### src/rtl/ssd_scan_driver.sv
// Time-multiplexed N-digit 7-segment scan driver with frame-synchronous double buffering.
// Optional leading-zero blanking is enabled by defining SSD_LZB_EN.
module ssd_scan_driver #(
    parameter int NUM_DIGITS     = 4,
    parameter int REFRESH_DIV    = 100000,
    parameter int BLANK_CYCLES   = 16,
    parameter int SEG_ACTIVE_LOW = 1,
    parameter int AN_ACTIVE_LOW  = 1
) (
    input  logic                    clk,
    input  logic                    rst_n,
    input  logic [4*NUM_DIGITS-1:0] digits_i,
    input  logic [NUM_DIGITS-1:0]   dp_i,
    input  logic [NUM_DIGITS-1:0]   en_i,
    input  logic                    load_i,
    output logic [6:0]              seg_o,
    output logic                    dp_o,
    output logic [NUM_DIGITS-1:0]   an_o,
    output logic                    frame_o
);

    localparam int CNT_W = $clog2(REFRESH_DIV);
    localparam int IDX_W = (NUM_DIGITS > 1) ? $clog2(NUM_DIGITS) : 1;
    localparam logic [CNT_W-1:0] CNT_LAST  = CNT_W'(REFRESH_DIV - 1);
    localparam logic [CNT_W-1:0] CNT_BLANK = CNT_W'(BLANK_CYCLES);
    localparam logic [IDX_W-1:0] IDX_LAST  = IDX_W'(NUM_DIGITS - 1);
    localparam logic             SEG_INV   = (SEG_ACTIVE_LOW != 0);
    localparam logic             AN_INV    = (AN_ACTIVE_LOW != 0);
    localparam logic [6:0]       SEG_OFF   = SEG_INV ? 7'h7F : 7'h00;
    localparam logic [NUM_DIGITS-1:0] AN_OFF = {NUM_DIGITS{AN_INV}};
    localparam logic [0:0] ST_BLANK = 1'b0;
    localparam logic [0:0] ST_ON    = 1'b1;

    function automatic logic [6:0] hex_decode(input logic [3:0] nib);
        case (nib)
            4'h0: hex_decode = 7'h7E;
            4'h1: hex_decode = 7'h30;
            4'h2: hex_decode = 7'h6D;
            4'h3: hex_decode = 7'h79;
            4'h4: hex_decode = 7'h33;
            4'h5: hex_decode = 7'h5B;
            4'h6: hex_decode = 7'h5F;
            4'h7: hex_decode = 7'h70;
            4'h8: hex_decode = 7'h7F;
            4'h9: hex_decode = 7'h73;
            4'hA: hex_decode = 7'h77;
            4'hB: hex_decode = 7'h1F;
            4'hC: hex_decode = 7'h4E;
            4'hD: hex_decode = 7'h3D;
            4'hE: hex_decode = 7'h4F;
            4'hF: hex_decode = 7'h47;
            default: hex_decode = 7'h00;
        endcase
    endfunction

    logic [CNT_W-1:0]        cnt_r;
    logic [IDX_W-1:0]        idx_r;
    logic [4*NUM_DIGITS-1:0] pend_digits_r, act_digits_r;
    logic [NUM_DIGITS-1:0]   pend_dp_r, pend_en_r, act_dp_r, act_en_r;
    logic                    pend_valid_r;
    logic [NUM_DIGITS-1:0]   blank_s;
    logic                    wrap_s, boundary_s;
    logic [0:0]              slot_state_s;
    logic [3:0]              nib_s;
    logic                    dp_sel_s;
    logic [NUM_DIGITS-1:0]   an_sel_s;
    logic [6:0]              seg_s;
    logic                    dp_s;
    logic [NUM_DIGITS-1:0]   an_s;

    assign wrap_s       = (cnt_r == CNT_LAST);
    assign boundary_s   = wrap_s && (idx_r == IDX_LAST);
    assign slot_state_s = (cnt_r < CNT_BLANK) ? ST_BLANK : ST_ON;

    // Slot counter and digit index
    always_ff @(posedge clk or negedge rst_n) begin
        if (!rst_n) begin
            cnt_r <= '0;
            idx_r <= '0;
        end else if (wrap_s) begin
            cnt_r <= '0;
            idx_r <= (idx_r == IDX_LAST) ? IDX_W'(0) : idx_r + IDX_W'(1);
        end else begin
            cnt_r <= cnt_r + CNT_W'(1);
        end
    end

    // Pending/active buffers; active only changes at the frame boundary
    always_ff @(posedge clk or negedge rst_n) begin
        if (!rst_n) begin
            pend_digits_r <= '0;
            pend_dp_r     <= '0;
            pend_en_r     <= '0;
            pend_valid_r  <= 1'b0;
            act_digits_r  <= '0;
            act_dp_r      <= '0;
            act_en_r      <= '0;
        end else if (boundary_s) begin
            pend_valid_r <= 1'b0;
            if (load_i) begin
                act_digits_r <= digits_i;
                act_dp_r     <= dp_i;
                act_en_r     <= en_i;
            end else if (pend_valid_r) begin
                act_digits_r <= pend_digits_r;
                act_dp_r     <= pend_dp_r;
                act_en_r     <= pend_en_r;
            end else begin
                act_digits_r <= act_digits_r;
            end
        end else if (load_i) begin
            pend_digits_r <= digits_i;
            pend_dp_r     <= dp_i;
            pend_en_r     <= en_i;
            pend_valid_r  <= 1'b1;
        end else begin
            pend_valid_r <= pend_valid_r;
        end
    end

`ifdef SSD_LZB_EN
    function automatic logic [NUM_DIGITS-1:0] lz_mask(input logic [4*NUM_DIGITS-1:0] d);
        logic lead;
        lead    = 1'b1;
        lz_mask = '0;
        for (int k = NUM_DIGITS - 1; k >= 1; k--) begin
            if (d[4*k +: 4] != 4'h0) begin
                lead = 1'b0;
            end else begin
                lead = lead;
            end
            lz_mask[k] = lead;
        end
    endfunction

    logic [NUM_DIGITS-1:0] blank_r;

    // Leading-zero mask follows whatever data becomes active
    always_ff @(posedge clk or negedge rst_n) begin
        if (!rst_n) begin
            blank_r <= '0;
        end else if (boundary_s && load_i) begin
            blank_r <= lz_mask(digits_i);
        end else if (boundary_s && pend_valid_r) begin
            blank_r <= lz_mask(pend_digits_r);
        end else begin
            blank_r <= blank_r;
        end
    end

    assign blank_s = blank_r;
`else
    assign blank_s = '0;
`endif

    // Select the current digit and form next output values
    always_comb begin
        nib_s    = 4'h0;
        dp_sel_s = 1'b0;
        an_sel_s = '0;
        for (int k = 0; k < NUM_DIGITS; k++) begin
            if (idx_r == IDX_W'(k)) begin
                nib_s       = act_digits_r[4*k +: 4];
                dp_sel_s    = act_dp_r[k];
                an_sel_s[k] = act_en_r[k] & ~blank_s[k];
            end else begin
                an_sel_s[k] = 1'b0;
            end
        end
        case (slot_state_s)
            ST_ON: begin
                seg_s = SEG_INV ? ~hex_decode(nib_s) : hex_decode(nib_s);
                dp_s  = dp_sel_s ^ SEG_INV;
                an_s  = AN_INV ? ~an_sel_s : an_sel_s;
            end
            default: begin
                seg_s = SEG_OFF;
                dp_s  = SEG_INV;
                an_s  = AN_OFF;
            end
        endcase
    end

    // Registered pin outputs, one cycle behind the scan position
    always_ff @(posedge clk or negedge rst_n) begin
        if (!rst_n) begin
            seg_o   <= SEG_OFF;
            dp_o    <= SEG_INV;
            an_o    <= AN_OFF;
            frame_o <= 1'b0;
        end else begin
            seg_o   <= seg_s;
            dp_o    <= dp_s;
            an_o    <= an_s;
            frame_o <= boundary_s;
        end
    end

endmodule

### config.mk
export PLATFORM = sky130hd
export DESIGN_NAME = ssd_scan_driver
export DESIGN_NICKNAME = d
export VERILOG_FILES = /design/src/rtl/ssd_scan_driver.sv
export SDC_FILE = /design/constraint.sdc
export NUM_CORES = 1
export LEC_CHECK = 0
export CAP_MARGIN = 10
export CORE_MARGIN = 4
export CORE_UTILIZATION = 30
export CTS_CLUSTER_DIAMETER = 120
export CTS_CLUSTER_SIZE = 14
export DETAILED_ROUTE_END_ITERATION = 7
export PLACE_DENSITY = 0.49
export SLEW_MARGIN = 15
export SYNTH_ARGS = -nofsm -noshare
export SYNTH_HDL_FRONTEND = slang
export SYNTH_SLANG_ARGS = --single-unit
### constraint.sdc
create_clock -name clk -period 2.37 [get_ports clk]
set_input_delay 0.474 -clock clk [delete_from_list [all_inputs] [get_ports clk]]
set_output_delay 0.474 -clock clk [all_outputs]
set_load 0.03 [all_outputs]
==> results by group, run 1 <==
Outcome
  – Status: complete, no violations

Routing
  – DRC viols: 0
  – DR vias/cell: 4.84
  – Initial drt markers: 154
  – DR WL/cell: 14.8 µm
  – Pre-antenna DRT Iters: 4
  – Vias: 2872
  – Routed Antenna Nets: 0
  – Routed WL: 8.80 mm

Floorplan
  – Die X: 124 µm
  – Die Height: 124 µm
  – Initial Util: 30.6%
  – Io pins: 40
  – Row Count: 42
  – Full die area: 15400 µm²
  – Core ar.: 13200 µm²

Timing
  – Total negative slack: 0 ps
  – Max_slew headroom: 50.1%
  – Slew Viols, Final: 0
  – Final setup vio count: 0
  – Hold_ws: 82.6 ps
  – Final Critical Period: 2250 ps
  – RSZ-0062 raised after global routing: no
  – Maximum clock rate: 0.444 GHz
  – Least-Margin Pin Slew: 749 ps
  – Post-Route Skew: 7.43 ps
  – Tcrit/Tclk final: 95.0%
  – Final Hold Vio Count: 0

Synth
  – Largest family of logic cells by synthesized area: simple AND/OR/NAND/NOR gates
  – Adder-Cell Fraction of Synth Area: 3.41%
  – Mapped Nets: 406
  – Most used DFF post-synth: dfrtp_1
  – Simple logic cell fraction of the synthesized area: 16.3%
  – Post-synthesis xor/xnor area fraction: 3.04%
  – Syn_area_per_cell: 11.0 µm²
  – Mapped Area: 4030 µm²
  – Async SR Flop Fraction: 100%
  – YS warnings: 0
  – Post-synth EDFFs: 0
  – Synth Instances: 368
  – Register area share after synthesis: 50.7%
  – Library cells used by synthesis: 50
  – Compound-cell area share of the yosys netlist: 13.1%
  – FF+latch count, synth: 81
  – Multiplexer area fraction after synthesis: 8.13%

Clock network
  – Hold Buf Count CTS: 0
  – Clock Latency Late Sink: 350 ps
  – Root buffer cell: clkbuf_16
  – CTS H-tree lvls: 3
  – CTS buffer count: 9
  – # resized after CTS: 0
  – Setup bufs post-CTS: 0
  – Clock Tree Buf Depth: 2
  – CTS tree: built
  – Num Clock Sinks: 81
  – Clock slew seen by the registers of the worst setup and hold paths: 60 ps

Finish
  – Synthesis-to-layout area growth: 25.2%
  – Final #Nets: 451
  – Multi-input logic area: 1830 µm²
  – Layout cell share with drive strength beyond 1: 20.6%
  – Register Area: 2040 µm²
  – FILL cells: 1296
  – Final non-filler cell area: 5050 µm²
  – Antenna cells: 0

Setup path
  – CP Launch Type: flip-flop
  – Register-to-Register Path Depth: 10
  – Reg2reg end: seg_o[6]
  – Critical-path maximum fanout: 5
  – Flop2flop setup slack: 120 ps
  – Critical path data arrival time: 2500 ps
  – WS Path Type: flip-flop to flip-flop
  – Worst Setup End Kind: flip-flop
  – R2r startpoint: idx_r[1]
  – CP Launch Point: idx_r[1]
  – Worst path required time: 2620 ps

Place
  – Final GP Congestion: 0.809
  – I/O Buffers: 39
  – DPL Wire Length: 6.09 mm
  – Placed inst area: 4670 µm²

Power and ir drop
  – Leak: 2.11 nW
  – Maximum vdd drop: 0.345 mV
  – Total Power Consumption: 3.42 mW
  – Sw Ratio: 22.9%
  – Pwr per Cell Area: 677 nW/µm²
  – Clock power share: 45.3%
  – Seq pwr share: 44.2%
  – P_int: 2.63 mW
  – Combinational share of power: 10.6%
  – P_sw: 0.781 mW

Global routing
  – Initial antenna violation count: 0
  – Vias in the first global route: 2914
  – First-pass GRT wire length: 14.7 mm
  – Largest net degree at the start of global routing: 49
  – Remaining Overflow, GRT: 0
  – GR Util All Layers: 12.7%

Hold path
  – Worst min-delay path category: input pin to async pin

Flow run
  – Max_cap viols: 0
routing by layer:
metal / vias up / track usage (%) / wire length (µm)
met3: 11 / 3.22 / 260
met5: - / 0 / 0
met2: 35 / 20.1 / 4080
met1: 1421 / 16.4 / 4280
li1: 1405 / - / -
met4: 0 / 5.41 / 180
synth_stat cells (2+ instances only):
library cell | instances | share of area, %
a211oi_1 | 3 | 0.56
a21oi_1 | 22 | 2.7
a221o_1 | 3 | 0.74
a221oi_1 | 2 | 0.43
a22o_1 | 3 | 0.65
a32oi_1 | 5 | 1.1
and2_1 | 4 | 0.62
and3_1 | 2 | 0.31
and3b_1 | 3 | 0.65
buf_2 | 4 | 0.50
buf_4 | 2 | 0.37
buf_6 | 3 | 0.84
clkbuf_1 | 10 | 0.93
dfrtp_1 | 69 | 43
dfstp_2 | 12 | 7.8
ha_1 | 11 | 3.4
inv_1 | 29 | 2.7
mux2_2 | 22 | 6.1
mux2i_1 | 8 | 2.0
nand2_1 | 22 | 2.0
nand3_1 | 11 | 1.4
nand3b_1 | 3 | 0.56
nand4_1 | 4 | 0.62
nor2_1 | 16 | 1.5
nor2b_1 | 7 | 1.1
nor3_1 | 4 | 0.50
nor3b_1 | 21 | 3.9
nor4_1 | 3 | 0.47
o21ai_0 | 6 | 0.74
o221ai_1 | 2 | 0.43
o22a_1 | 19 | 4.1
o31ai_1 | 2 | 0.37
or3_1 | 2 | 0.31
xnor2_1 | 8 | 1.7
xor2_1 | 6 | 1.3
cells by family after synthesis:
| logic type | Yosys count |
|---|---|
| flip-flops | 81 |
| adder cells (fa/ha/maj) | 11 |
| XOR/XNOR | 14 |
| multiplexers | 30 |
| AND/OR/NAND/NOR | 111 |
| buffers and inverters | 48 |
| AO/OA/AOI/OAI | 73 |
per-stage QoR:
stage	std cells	setup WS [ps]	utilization [%]
after floorplan	368	5.87	-
after global placement	578	123	35.4
after detailed placement	578	32.4	35.4
after CTS	594	15.0	37.9
after global routing	594	5.63	38.3
final	594	118	38.3
critical path, cell delays in order (launching register included):
cell	delay [ps]
dfrtp_1	380
inv_1	110
ha_1	200
nor2b_2	170
a221o_1	340
a22oi_2	160
inv_2	80
ha_2	200
or3_1	360
o221ai_1	70
nand2_1	70
cell type report:
class	count	area share, %
Clock buffer	11	5.01
Clock inverter	5	1.54
Inverter	29	2.16
Multi-Input combinational cell	239	36.2
Sequential cell	81	40.5
Tap cell	176	4.36
Timing Repair Buffer	53	10.3
flip-flops by register name (all words and copies together), names as in the netlist, 2 cells and up:
| signal | cells |
|---|---|
| act_digits_r | 16 |
| act_dp_r | 4 |
| act_en_r | 4 |
| an_o | 4 |
| cnt_r | 17 |
| idx_r | 2 |
| pend_digits_r | 16 |
| pend_dp_r | 4 |
| pend_en_r | 4 |
| seg_o | 7 |
power groups by stage:
stage                     clock (mW)  combinational, mW  sequential [mW]
after floorplan                    0              0.179             1.56
after global placement             0              0.359             1.53
after detailed placement           0              0.363             1.53
after CTS                       1.58              0.364             1.51
after global routing            1.65              0.402             1.52
final                           1.55              0.361             1.51
worst max-delay path by stage:
stage / endpoint / slack [ps] / cells after the start
6_report: seg_o[6] / 120 / 10
5_1_grt: seg_o[6] / 6 / 10
4_1_cts: seg_o[3] / 20 / 10
3_5_place_dp: seg_o[6] / 30 / 10
3_3_place_gp: seg_o[6] / 120 / 10
2_1_floorplan: seg_o[6] / 6 / 11
cells in the final DEF, fill, tap and decap left out, drive strengths merged, types with 5 or more instances in the layout:
cell type      count
dfrtp             69
clkdlybuf4s50     38
inv               29
nand2             23
a21oi             23
mux2              22
nor3b             21
o22a              19
nor2              17
buf               15
nand3             13
dfstp             12
clkbuf            11
ha                11
mux2i              8
xnor2              8
nor2b              7
o21ai              7
xor2               6
a32oi              5
nor3               5
No activity file was read; power rests on OpenSTA's default activity.
==> inputs of run 2 (changes only) <==
Settings changed: ABC_AREA from default to 1, ABC_CLOCK_PERIOD_IN_PS from default to 2370, CELL_PAD_IN_SITES_DETAIL_PLACEMENT from default to 1, CELL_PAD_IN_SITES_GLOBAL_PLACEMENT from default to 1, PLACE_DENSITY 0.49 to 0.61.
==> run 2 against run 1 <==
Clock-buffer cell count stayed put. Global-route usage up 1.4 points. Die area is 6.1% higher. Register-to-register slack better by 90 ps. Synthesized cell count increased by 39%. Final cell count up 23%. Worst setup slack better by 85 ps. Total power fell by 6.3%. Worst hold slack hardly changed. Combinational power down 46%. Maximum frequency rose by 3.9%. Critical path type unchanged.
==> results by group, run 2 <==
Routing
  – Routed Antenna Nets: 0
  – DR vias/cell: 4.77
  – DR WL/cell: 14.4 µm
  – Pre-antenna DRT Iters: 4
  – Routed WL: 10.6 mm
  – Vias: 3497
  – DRC viols: 0
  – Initial drt markers: 213

Place
  – DPL Wire Length: 7.84 mm
  – Pre-CTS setup slack: 170 ps
  – Placed cells: 717
  – I/O Buffers: 39
  – Final GP Congestion: 0.829

Finish
  – Synthesis-to-layout area growth: 21.3%
  – Layout cell share with drive strength beyond 1: 14.8%
  – Reg with most FFs: cnt_r
  – Regs by FF count: cnt_r x17, act_digits_r x16, pend_digits_r x16
  – Final #Nets: 586
  – Largest register FFs: 17
  – Most frequent cells in the layout: 156 x nand2_1, 69 x dfrtp_1, 67 x nand3_1, 40 x inv_1, 37 x clkdlybuf4s50_1
  – Antenna cells: 0
  – Final Non-Filler Cells: 733
  – Finished Core Util: 37.4%
  – Most common cell after layout, fill and taps aside: nand2_1

Floorplan
  – Die Height: 128 µm
  – Row Count: 43
  – Io pins: 40
  – Die X: 128 µm
  – Core ar.: 13900 µm²
  – Full die area: 16300 µm²
  – Initial Util: 30.8%

Power and ir drop
  – Total Power Consumption: 3.20 mW
  – Combinational share of power: 6.1%
  – P_sw: 0.693 mW
  – Maximum vdd drop: 0.337 mV
  – Leak: 2.61 nW
  – Sw Ratio: 21.7%
  – Seq pwr share: 45.0%
  – Pwr per Cell Area: 614 nW/µm²
  – P_int: 2.51 mW
  – Clock power share: 49.0%

Synth
  – Post-synth EDFFs: 0
  – Commonest cells in the netlist: 156 x nand2_1, 69 x dfrtp_1, 67 x nand3_1
  – Simple logic cell fraction of the synthesized area: 31.8%
  – Top cell type's share of synthesized area: 40.2%
  – YS warnings: 0
  – Mapped Area: 4290 µm²
  – Count leader, synth: nand2_1
  – Ranking of synthesized cells by area: dfrtp_1 40%, nand2_1 14%, nand3_1 7.8%
  – Syn_area_per_cell: 8.39 µm²
  – Register area share after synthesis: 47.6%
  – Largest family of logic cells by synthesized area: simple AND/OR/NAND/NOR gates
  – Multiplexer area fraction after synthesis: 6.29%
  – Most used DFF post-synth: dfrtp_1
  – Compound-cell area share of the yosys netlist: 2.48%
  – Post-synthesis xor/xnor area fraction: 1.63%
  – Top cell type by total area after synthesis: dfrtp_1
  – Synth Instances: 512
  – Adder-Cell Fraction of Synth Area: 3.21%
  – Async SR Flop Fraction: 100%
  – FF+latch count, synth: 81
  – Mapped Nets: 550
  – Library cells used by synthesis: 31

Clock network
  – Clock slew seen by the registers of the worst setup and hold paths: 60 ps
  – Hold Buf Count CTS: 0
  – Root buffer cell: clkbuf_16
  – # resized after CTS: 0
  – CTS tree: built
  – CTS buffer count: 9
  – Clock Latency Late Sink: 350 ps
  – Num Clock Sinks: 81
  – CTS H-tree lvls: 3
  – Clock Tree Buf Depth: 2
  – Setup bufs post-CTS: 0

Setup path
  – R2r startpoint: idx_r[0]
  – Flop2flop setup slack: 200 ps
  – Critical path depth in cells: 12
  – Worst Setup End Kind: flip-flop
  – Critical-path maximum fanout: 7
  – Worst setup path endpoint: seg_o[3]
  – CP Launch Point: idx_r[0]
  – CP max stage cell: dfrtp_1
  – Register-to-Register Path Depth: 12
  – Critical path data arrival time: 2430 ps
  – Crit-path max cell delay: 410 ps
  – WS Path Type: flip-flop to flip-flop
  – Worst path required time: 2630 ps
  – Critical path's top delay family: adder cells
  – CP Launch Type: flip-flop
  – Reg2reg end: seg_o[3]
  – CP Cell Sequence: inv_1, ha_2, inv_2, nor2_1, nor2_1, a21boi_0, inv_1, ha_1, inv_1, nand3_1, nand3_1, nand3_1
  – Crit path buffers/inverters: 4

Global routing
  – First-pass GRT wire length: 18.5 mm
  – GR Util All Layers: 14.1%
  – Remaining Overflow, GRT: 0
  – Initial antenna violation count: 0
  – Vias in the first global route: 3728
  – Largest net degree at the start of global routing: 36

Timing
  – Final Hold Vio Count: 0
  – Max_slew headroom: 66.7%
  – Post-Route Skew: 8.51 ps
  – Tcrit/Tclk final: 91.4%
  – Total negative slack: 0 ps
  – Slew Viols, Final: 0
  – RSZ-0062 raised after global routing: no
  – Final Critical Period: 2170 ps
  – PnR worst setup slack: 203 ps
  – Least-Margin Pin Slew: 499 ps
  – Maximum clock rate: 0.462 GHz
  – Final setup vio count: 0

Flow run
  – Max_cap viols: 0

Hold path
  – Worst min-delay path category: input pin to async pin

Outcome
  – Status: complete, no violations
run 2: cell type report:
class,instances,area (µm²)
clock inverter,5,86.3
multi-input combinational,362,1960
tap,180,225
clock buffer,11,253
fill,1640,8730
sequential,81,2040
timing repair buffer,49,470
inverter,45,174
run 2: kinds of logic (layout without fill, tap and decap cells):
logic type / count (synthesis) / count (layout)
AO/OA/AOI/OAI: 19 / 19
XOR/XNOR: 8 / 8
adder cells (fa/ha/maj): 11 / 11
buffers and inverters: 69 / 110
flip-flops: 81 / 81
multiplexers: 24 / 24
AND/OR/NAND/NOR: 300 / 300
run 2: per-layer routing:
metal / up-vias / part of all wire, % / GRT usage, %
li1: 1742 / - / -
met1: 1695 / 50 / 19.4
met2: 48 / 45 / 22.1
met3: 12 / 3.4 / 3.34
met4: 0 / 1.3 / 4.12
met5: - / 0 / 0
run 2: metrics by stage:
| step | cell area [µm²] | hold slack [ps] |
|---|---|---|
| 2_1_floorplan | 4290 | 178 |
| 5_1_grt | 5210 | 117 |
| 3_5_place_dp | 4860 | 445 |
| 3_3_place_gp | 4860 | 446 |
| 6_report | 5210 | 82.6 |
| 4_1_cts | 5200 | 92.8 |
run 2: how the worst min path moves through the flow:
stage                     start              end  slack (ps)  depth (start not counted)
detailed placement  act_en_r[3]          an_o[3]         440                          1
finish                    rst_n        cnt_r[13]          80                          1
global placement       cnt_r[0]         cnt_r[0]         450                          1
floorplan                 rst_n  act_digits_r[0]         180                          0
global route              rst_n        cnt_r[13]         120                          1
CTS                       rst_n        cnt_r[13]          90                          1
run 2: worst reg2reg max path: cells and delay by family, from the launching register on:
| family | cells | cell delay (ps) |
|---|---|---|
| compound gates | 1 | 300 |
| fa+ha+maj | 2 | 560 |
| buf+inv | 4 | 420 |
| flops | 1 | 410 |
| simple gates | 5 | 390 |
run 2: power groups by stage:
stage,Combinational (mW),Sequential [mW],Clock (mW)
floorplan,0.0974,1.46,0
global placement,0.193,1.46,0
detailed placement,0.198,1.46,0
CTS,0.200,1.44,1.62
global route,0.220,1.44,1.68
finish,0.194,1.44,1.57
==> inputs of run 3 (changes only) <==
Settings changed: ABC_CLOCK_PERIOD_IN_PS 2370 to 2300, PLACE_DENSITY 0.61 to 0.59, REMOVE_ABC_BUFFERS from default to 1.
Clock period 2.37 ns to 2.3 ns, I/O delays scaled along.
==> run 3 against run 2 <==
Clock power is 11% lower. Register-to-register slack is essentially flat. Maximum frequency is 4.0% higher. Critical endpoint unchanged. Cell area up 0.58%. Clock-buffer cell count increased by 1. Critical path type unchanged. Largest cell class unchanged. Sequential share of layout area fell by 0.22 points. Largest power group is now sequential cells. Combinational power up 5%.
==> results by group, run 3 (synthesis results as in run 2) <==
Setup path
  – Worst Setup End Kind: flip-flop
  – CP max stage cell: dfrtp_1
  – Worst path required time: 2580 ps
  – Critical-path maximum fanout: 5
  – R2r startpoint: idx_r[1]
  – Reg2reg end: seg_o[3]
  – Critical path data arrival time: 2360 ps
  – CP Launch Type: flip-flop
  – Register-to-Register Path Depth: 13
  – WS Path Type: flip-flop to flip-flop
  – Flop2flop setup slack: 220 ps
  – CP Cell Sequence: inv_1, ha_4, inv_2, nand3_1, nand2_1, a21boi_1, inv_1, ha_1, inv_1, nand3_1, nand2_1, nand2_1, nand3_1
  – Crit-path max cell delay: 450 ps

Finish
  – Reg with most FFs: cnt_r
  – Antenna cells: 0
  – Most common cell after layout, fill and taps aside: nand2_1
  – Most frequent cells in the layout: 155 x nand2_1, 69 x dfrtp_1, 67 x nand3_1, 39 x inv_1, 37 x clkdlybuf4s50_1
  – Final #Nets: 588
  – Layout cell share with drive strength beyond 1: 15.3%
  – Largest register FFs: 17
  – Regs by FF count: cnt_r x17, act_digits_r x16, pend_digits_r x16
  – Finished Core Util: 37.6%
  – Synthesis-to-layout area growth: 22.0%
  – Final Non-Filler Cells: 735

Timing
  – Post-Route Skew: 5.65 ps
  – Final Critical Period: 2080 ps
  – Final Hold Vio Count: 0
  – Slew Viols, Final: 0
  – Maximum clock rate: 0.480 GHz
  – PnR worst setup slack: 217 ps
  – Least-Margin Pin Slew: 472 ps
  – Final setup vio count: 0
  – RSZ-0062 raised after global routing: no
  – Tcrit/Tclk final: 90.6%
  – Max_slew headroom: 68.5%

Floorplan
  – Core ar.: 13900 µm²
  – Io pins: 40
  – Initial Util: 30.8%
  – Full die area: 16300 µm²
  – Die X: 128 µm
  – Row Count: 43
  – Die Height: 128 µm

Routing
  – Vias: 3465
  – DR WL/cell: 14.5 µm
  – Pre-antenna DRT Iters: 4
  – DRC viols: 0
  – Routed Antenna Nets: 0
  – Initial drt markers: 188
  – DR vias/cell: 4.71
  – Routed WL: 10.7 mm

Clock network
  – Clock Tree Buf Depth: 2
  – CTS buffer count: 9
  – Clock slew seen by the registers of the worst setup and hold paths: 60 ps
  – CTS H-tree lvls: 3
  – Num Clock Sinks: 81
  – Root buffer cell: clkbuf_16
  – CTS tree: built
  – Clock Latency Late Sink: 340 ps

Global routing
  – Remaining Overflow, GRT: 0
  – First-pass GRT wire length: 19.2 mm
  – GR Util All Layers: 14.6%
  – Vias in the first global route: 3868
  – Largest net degree at the start of global routing: 34
  – Initial antenna violation count: 0

Place
  – I/O Buffers: 39
  – Final GP Congestion: 0.841
  – Placed cells: 719
  – Pre-CTS setup slack: 93.9 ps
  – DPL Wire Length: 7.81 mm

Outcome
  – Status: complete, no violations

Hold path
  – Worst min-delay path category: input pin to async pin

Flow run
  – Max_cap viols: 0

Power and ir drop
  – Maximum vdd drop: 0.502 mV
  – Leak: 2.61 nW
  – Pwr per Cell Area: 589 nW/µm²
[run 3: how the worst max path moves through the flow]
stage               end      from  cells after the start  slack (ps)
5_1_grt        seg_o[3]  idx_r[1]                     12           2
2_1_floorplan  seg_o[3]  idx_r[0]                      9        -260
3_3_place_gp   seg_o[3]  idx_r[0]                     12         200
4_1_cts        seg_o[3]  idx_r[0]                     12          40
3_5_place_dp   seg_o[3]  idx_r[0]                     12          90
6_report       seg_o[3]  idx_r[1]                     13         220
[run 3: cell type report]
class | instances | area, µm²
sequential | 81 | 2040
tap | 180 | 225
multi-input combinational | 362 | 2000
clock inverter | 4 | 45.0
timing repair buffer | 51 | 510
clock buffer | 12 | 236
fill | 1654 | 8700
inverter | 45 | 174
[run 3: what timing repair did]
item | 4_1_cts | 5_1_grt
gates resized for setup | 0 | 11
endpoints found under the setup margin | 0 | 6
hold endpoints to repair | 0 | 0
setup buffers | 0 | 0
hold buffers | 0 | 0
[run 3: routing by layer]
metal,share of wire (%),up-vias,track usage [%]
met5,0,-,0
met4,1.7,0,4.93
met3,2.7,11,3.34
met2,48,39,23.2
met1,48,1674,19.6
li1,-,1741,-
[run 3: per-stage QoR]
| stage | hold WS [ps] | area, µm² | TNS [ps] | total power [mW] |
|---|---|---|---|---|
| 2_1_floorplan | 164 | 4170 | -1400 | 1.59 |
| 3_3_place_gp | 439 | 4900 | 0 | 1.71 |
| 3_5_place_dp | 418 | 4900 | 0 | 1.72 |
| 4_1_cts | 84.5 | 5180 | 0 | 3.15 |
| 5_1_grt | 101 | 5240 | 0 | 3.25 |
| 6_report | 77.1 | 5240 | 0 | 3.09 |
[run 3: where the power goes]
| group | leakage [nW] | switching (mW) | internal, mW | total (mW) |
|---|---|---|---|---|
| Combinational | 1.44 | 0.0973 | 0.105 | 0.203 |
| Clock | 0.140 | 0.566 | 0.836 | 1.40 |
| Sequential | 1.03 | 0.0181 | 1.46 | 1.48 |
[run 3: worst max-delay path: cells and delay by family, from the launching register on]
| kind | cells | cell delay, ps |
|---|---|---|
| simple gates | 6 | 430 |
| compound gates | 1 | 200 |
| fa+ha+maj | 2 | 480 |
| buf+inv | 4 | 460 |
| flops | 1 | 450 |
